==> src/rtl/icap_pkg.sv <==
`default_nettype none
// ============================================================================
// Module   : icap_pkg
// Brief    : Shared FSM states, PR status codes and ICAP command constants.
// Revision : 1.0
// ============================================================================
package icap_pkg;

    typedef enum logic [1:0] {
        IDLE      = 2'd0,
        WRITE     = 2'd1,
        WAIT_DONE = 2'd2,
        FINISH    = 2'd3
    } state_t;

    localparam logic [1:0] ST_OK      = 2'd0;
    localparam logic [1:0] ST_PRERR   = 2'd1;
    localparam logic [1:0] ST_TIMEOUT = 2'd2;
    localparam logic [1:0] ST_ABORT   = 2'd3;

    localparam logic [31:0] SYNC_WORD = 32'hAA995566;
    localparam logic [31:0] NOOP      = 32'h20000000;

endpackage
`default_nettype wire

==> src/rtl/icap_pr_timer.sv <==
`default_nettype none
// ============================================================================
// Module   : icap_pr_timer
// Brief    : Loadable saturating up-counter with a terminal-count flag.
// Revision : 1.0
// ============================================================================
module icap_pr_timer #(
    parameter int unsigned CNT_W          = 32,
    parameter int unsigned TIMEOUT_CYCLES = 1048576
) (
    input  logic             CLK,
    input  logic             RESETN,
    input  logic             load,
    input  logic [CNT_W-1:0] load_val,
    input  logic             en,
    output logic [CNT_W-1:0] count,
    output logic             expired
);

    localparam logic [CNT_W-1:0] LIMIT = CNT_W'(TIMEOUT_CYCLES - 1);

    always_ff @(posedge CLK or negedge RESETN) begin
        if (!RESETN) begin
            count <= '0;
        end else if (load) begin
            count <= load_val;
        end else if (en && (count != '1)) begin
            count <= count + CNT_W'(1);
        end
    end

    // Compare with >= so a limit of zero still terminates once evaluation starts.
    assign expired = (count >= LIMIT);

endmodule
`default_nettype wire

==> src/rtl/icap_pr_ctrl.sv <==
`default_nettype none
// ============================================================================
// Module   : icap_pr_ctrl
// Brief    : Streams PR bitstream words into ICAPE3 and reports job status.
//            Define ICAP_PR_CTRL_PERF_EN to add stall/job cycle counters.
// Revision : 1.0
// ============================================================================
module icap_pr_ctrl
    import icap_pkg::*;
#(
    parameter int unsigned TIMEOUT_CYCLES = 1048576,
    parameter int unsigned CNT_W          = 32
) (
    input  logic             CLK,
    input  logic             RESETN,
    input  logic             start,
    input  logic             abort,
    input  logic [31:0]      s_data,
    input  logic             s_valid,
    output logic             s_ready,
    input  logic             s_last,
    output logic             busy,
    output logic             done,
    output logic [1:0]       status,
    output logic [CNT_W-1:0] words_written,
    output logic             icap_csib,
    output logic             icap_rdwrb,
    output logic [31:0]      icap_i,
    input  logic             icap_avail,
    input  logic [31:0]      icap_o,
    input  logic             icap_prdone,
    input  logic             icap_prerror,
    output logic [31:0]      icap_status
`ifdef ICAP_PR_CTRL_PERF_EN
    ,
    output logic [CNT_W-1:0] stall_cycles,
    output logic [CNT_W-1:0] job_cycles
`endif
);

    state_t           state;
    state_t           state_nxt;
    logic [1:0]       status_nxt;
    logic             accept;
    logic             job_start;
    logic             tmr_load;
    logic             tmr_en;
    logic             tmr_expired;
    logic             tmr_armed;
    logic [CNT_W-1:0] tmr_count;

    assign s_ready    = (state == WRITE) && icap_avail && !abort;
    assign accept     = s_valid && s_ready;
    assign job_start  = (state == IDLE) && start && !abort;
    assign busy       = (state != IDLE);
    assign done       = (state == FINISH);
    assign icap_rdwrb = 1'b0;

    assign tmr_load   = accept && s_last;
    assign tmr_en     = (state == WAIT_DONE);
    // PRDONE lags the last write through the wrapper, so skip the first WAIT_DONE cycle.
    assign tmr_armed  = (tmr_count != '0);

    icap_pr_timer #(
        .CNT_W          (CNT_W),
        .TIMEOUT_CYCLES (TIMEOUT_CYCLES)
    ) u_timer (
        .CLK      (CLK),
        .RESETN   (RESETN),
        .load     (tmr_load),
        .load_val ('0),
        .en       (tmr_en),
        .count    (tmr_count),
        .expired  (tmr_expired)
    );

    always_ff @(posedge CLK or negedge RESETN) begin
        if (!RESETN) begin
            state  <= IDLE;
            status <= ST_OK;
        end else begin
            state  <= state_nxt;
            status <= status_nxt;
        end
    end

    always_comb begin
        state_nxt  = state;
        status_nxt = status;
        case (state)
            IDLE: begin
                if (job_start) begin
                    state_nxt = WRITE;
                end
            end
            WRITE: begin
                if (abort) begin
                    state_nxt  = FINISH;
                    status_nxt = ST_ABORT;
                end else if (icap_prerror) begin
                    state_nxt  = FINISH;
                    status_nxt = ST_PRERR;
                end else if (accept && s_last) begin
                    state_nxt = WAIT_DONE;
                end
            end
            WAIT_DONE: begin
                if (abort) begin
                    state_nxt  = FINISH;
                    status_nxt = ST_ABORT;
                end else if (tmr_armed) begin
                    if (icap_prerror) begin
                        state_nxt  = FINISH;
                        status_nxt = ST_PRERR;
                    end else if (icap_prdone) begin
                        state_nxt  = FINISH;
                        status_nxt = ST_OK;
                    end else if (tmr_expired) begin
                        state_nxt  = FINISH;
                        status_nxt = ST_TIMEOUT;
                    end
                end
            end
            FINISH: begin
                state_nxt = IDLE;
            end
            default: begin
                state_nxt = IDLE;
            end
        endcase
    end

    // ICAP write port: one-cycle registered echo of each accepted beat.
    always_ff @(posedge CLK or negedge RESETN) begin
        if (!RESETN) begin
            icap_csib <= 1'b1;
            icap_i    <= '0;
        end else begin
            icap_csib <= !accept;
            if (accept) begin
                icap_i <= s_data;
            end
        end
    end

    always_ff @(posedge CLK or negedge RESETN) begin
        if (!RESETN) begin
            words_written <= '0;
        end else if (job_start) begin
            words_written <= '0;
        end else if (accept && (words_written != '1)) begin
            words_written <= words_written + CNT_W'(1);
        end
    end

    always_ff @(posedge CLK or negedge RESETN) begin
        if (!RESETN) begin
            icap_status <= '0;
        end else if (icap_csib) begin
            icap_status <= icap_o;
        end
    end

`ifdef ICAP_PR_CTRL_PERF_EN
    always_ff @(posedge CLK or negedge RESETN) begin
        if (!RESETN) begin
            stall_cycles <= '0;
            job_cycles   <= '0;
        end else if (job_start) begin
            stall_cycles <= '0;
            job_cycles   <= '0;
        end else begin
            if ((state == WRITE) && s_valid && !icap_avail && (stall_cycles != '1)) begin
                stall_cycles <= stall_cycles + CNT_W'(1);
            end
            if (((state == WRITE) || (state == WAIT_DONE)) && (job_cycles != '1)) begin
                job_cycles <= job_cycles + CNT_W'(1);
            end
        end
    end
`endif

endmodule
`default_nettype wire
==> config.mk <==
export PLATFORM = sky130hd
export DESIGN_NAME = icap_pr_ctrl
export DESIGN_NICKNAME = d
export VERILOG_FILES = /design/src/rtl/icap_pkg.sv /design/src/rtl/icap_pr_timer.sv /design/src/rtl/icap_pr_ctrl.sv
export SDC_FILE = /design/constraint.sdc
export NUM_CORES = 1
export LEC_CHECK = 0
export ABC_AREA = 1
export CORE_MARGIN = 2
export CORE_UTILIZATION = 40
export CTS_CLUSTER_DIAMETER = 60
export DETAILED_ROUTE_END_ITERATION = 10
export DONT_BUFFER_PORTS = 1
export MAX_ROUTING_LAYER = met4
export PLACE_DENSITY = 0.59
export SLEW_MARGIN = 20
export SYNTH_ARGS = -nofsm -noshare
export SYNTH_HDL_FRONTEND = slang
export SYNTH_SLANG_ARGS = --single-unit
==> constraint.sdc <==
create_clock -name CLK -period 2.3 [get_ports CLK]
set_clock_uncertainty 0.2 [all_clocks]
set_input_delay 0.115 -clock CLK [delete_from_list [all_inputs] [get_ports CLK]]
set_output_delay 0.115 -clock CLK [all_outputs]
set_load 0.02 [all_outputs]
==> results.tsv <==
stage	metric	value	unit
cells_and_area	drive_gt1_share	13.2	%
flow_run	maxCapViolCount	0	
cells_and_area	syn2layout_area_growth	30.9	%
yosys	syn-instance-count	940	
drt	vias	6747	
yosys	synth_fp_nets	1021	
cells_and_area	multi_input_area	3440	um2
floorplan	die_w	138	um
global_route	grt_antenna_before_repair	0	
outcome	status	finished with violations	
yosys	syn_area	7190	um2
clock_network	cts_root_buffer	clkbuf_16	
placed_design	dpl.hpwl	13.7	mm
yosys	synth_xor_area_share	2.56	%
critical_path	rr_endpoint	icap_i[26]	
critical_path	path_class	reg2reg	
clock_network	clock_latency	0.42	ns
yosys	ys_types	34	
cells_and_area	n_fill_cell	1657	
sta	fin_crit_sh	97.3	%
floorplan	core-area	17800	um2
yosys	synth_seq_cells	133	
yosys	synth_top_family_by_area	simple AND/OR/NAND/NOR gates	
drt	vias_per_cell	5.05	
floorplan	ios	176	
global_route	grt_overflow	0	
clock_network	cts_made_buffers	17	
sta	setup_viol_count_final	0	
critical_path	end_kind	flip-flop	
power	power_leakage	4.28	nW
critical_path	path_max_fanout	10	
yosys	postSynthAreaPerCell	7.65	um2
critical_path	crit_start	state[1]	
critical_path	r2r_setup_slack	0.06	ns
clock_network	cts_tree	done	
clock_network	holdBufCountCts	102	
placed_design	port-buffer-count	0	
global_route	grt_usage	22.6	%
drt	ant_nets	0	
critical_path	crit_arrival	2.39	ns
global_route	grt_pass1_vias	6602	
yosys	synth_top_area_share	45.9	%
placed_design	place.gp.congestion	0.955	
yosys	synthSimpleGateAreaFrac	34.8	%
critical_path	required	2.45	ns
sta	hold_viol	133	
global_route	grt_pass1_wl	34.1	mm
cells_and_area	num_antenna_cells	0	
global_route	grt_max_degree	134	
sta	setup-tns-final	0	ns
sta	drv_slew	0	
power	peakVddDrop	0.000641	V
drt	wirelength	20.6	mm
floorplan	die_h	138	um
yosys	yosysTopAreaCell	dfrtp_1	
drt	drc	0	
yosys	synthMuxAreaShare	5.01	%
power	powerDensity	857	nW/um2
outcome	violations	hold timing	
clock_network	clkTransAtPathRegs	0.06	ns
yosys	yosysSeqAreaShare	46.3	%
yosys	synth_compound_area_share	3.65	%
yosys	synthTopCellsByArea	dfrtp_1 46%, nand2_1 18%, nor2_1 6.5%	
drt	wire_per_inst	15.4	um
yosys	synthAdderAreaFrac	1.39	%
critical_path	r2r-start	state[1]	
clock_network	cts_buffer_depth	2	
cells_and_area	regArea	3330	um2
worst_hold_path	hp-class	in2async	
sta	fin_hold_ws	-0.811	ns
sta	max_freq	0.447	GHz
critical_path	start_kind	flip-flop	
drt	dr.pass1.iters	5	
drt	first_iter_violations	438	
cells_and_area	finalNetCount	1174	
clock_network	h-tree-depth	4	
sta	period_needed	2.24	ns
yosys	yosysWarnings	0	
critical_path	r2r_cells	9	
floorplan	row_count	49	
cells_and_area	final_util	52.9	%
floorplan	die_area	19100	um2
clock_network	cts_sinks	133	
floorplan	start_util	40.4	%
## per-layer routing
metal	part of all wire (%)	GRT usage, %	vias up
met4	2.4	8.38	0
met5	0	-	-
met3	7.5	5.26	39
met2	48	35.6	240
li1	-	-	3299
met1	42	28.5	3169
## cell usage in the layout, fill, tap and decap left out, types with 3 or more instances in the layout
cell | synthesis | layout
xor2_1 | 16 | 16
nor3_1 | 5 | 5
buf_4 | 1 | 55
clkinvlp_4 | 0 | 4
xnor2_1 | 5 | 5
nand4_1 | 30 | 30
o21ai_1 | 21 | 21
nand2_2 | 2 | 4
a21oi_1 | 4 | 4
ha_1 | 8 | 7
inv_1 | 73 | 72
o21ai_0 | 23 | 23
clkbuf_16 | 0 | 19
clkbuf_1 | 10 | 3
nand2_1 | 347 | 345
mux2_2 | 32 | 32
dlygate4sd3_1 | 0 | 102
nor2_2 | 5 | 5
nand2_4 | 6 | 5
nand3_1 | 65 | 65
dfrtp_1 | 132 | 132
nor2_1 | 124 | 124
## registers in the layout, indices dropped and copies added, names as in the netlist
name           flops
state              2
u_timer.count     32
icap_status       32
icap_i            32
words_written     32
icap_csib          1
status             2
## worst max-delay path, stage by stage (launching register included)
cell and delay, ns:
dfrtp_1 0.38, inv_2 0.09, ha_4 0.14, nand2_2 0.08
nor3b_4 0.23, buf_12 0.16, buf_12 0.13, nand2_1 0.06
dlygate4sd3_1 0.58, nand2_1 0.10
## Yosys cell counts
library cell and count:
a22oi_1 1, dfstp_2 1, nor3_1 5, dfrtp_1 132, nand3_2 1, nor2_2 5
o21ai_0 23, nor2_1 124, inv_2 3, xor2_1 16, buf_2 7, nand3b_1 1
buf_6 5, ha_1 8, nand3_1 65, nor2_4 2, nor3b_4 1, o21ai_1 21
o31ai_1 2, nand2_4 6, clkbuf_1 10, nand4_1 30, xnor2_1 5, conb_1 1
a21oi_1 4, nor2_8 1, inv_1 73, nand2_1 347, buf_4 1, buf_8 1
and2_1 1, nand2_2 2, mux2_2 32, buf_1 3
## metrics by stage
| stage | cells | hold WS (ns) | total power, mW | setup slack [ns] | cell area [um2] |
|---|---|---|---|---|---|
| 4_1_cts | 1332 | -0.826 | 8.02 | 0.0196 | 9310 |
| 3_3_place_gp | 1198 | -0.378 | 5.32 | 0.192 | 7750 |
| 5_1_grt | 1335 | -0.832 | 8.52 | -0.0172 | 9410 |
| 3_5_place_dp | 1198 | -0.377 | 5.36 | 0.114 | 7750 |
| 6_report | 1335 | -0.811 | 8.06 | 0.0610 | 9410 |
| 2_1_floorplan | 940 | -0.381 | 4.83 | 0.260 | 7190 |
## power breakdown
group | internal [mW] | switching [mW] | total (mW) | leakage [nW]
logic | 0.739 | 1.16 | 1.90 | 2.31
clock network | 1.44 | 1.07 | 2.51 | 0.253
registers | 2.82 | 0.832 | 3.66 | 1.72
## cells by family after synthesis
family,count (synthesis)
and+or+nand+nor,591
DFF,133
buffers and inverters,103
AOI/OAI and AO/OA,51
muxes,32
xor gates and xnor gates,21
adders and majority gates,8
other,1
## final cells by class
| type | count | share of cell area [%] |
|---|---|---|
| clock buffers | 22 | 4.93 |
| clock inverters | 10 | 0.798 |
| inverters | 76 | 3.09 |
| multi-input cells | 704 | 36.6 |
| flip-flops and latches | 133 | 35.4 |
| well taps | 229 | 3.05 |
| repair buffers | 161 | 16.2 |
## worst max-delay path by stage
stage / end / slack (ns) / cells after the start
final: icap_i[26] / 0.06 / 9
after global routing: icap_i[25] / -0.02 / 9
after CTS: icap_i[29] / 0.02 / 8
after detailed placement: words_written[23] / 0.11 / 10
after global placement: u_timer.count[18] / 0.19 / 11
after floorplan: u_timer.count[14] / 0.26 / 10
## timing repair
item / in CTS / in global routing
endpoints found under the setup margin: 0 / 87
endpoints found under the hold margin: 209 / 133
resized for setup: 0 / 10
buffers inserted: 0 / 1
No activity file was read; power rests on OpenSTA's default activity.
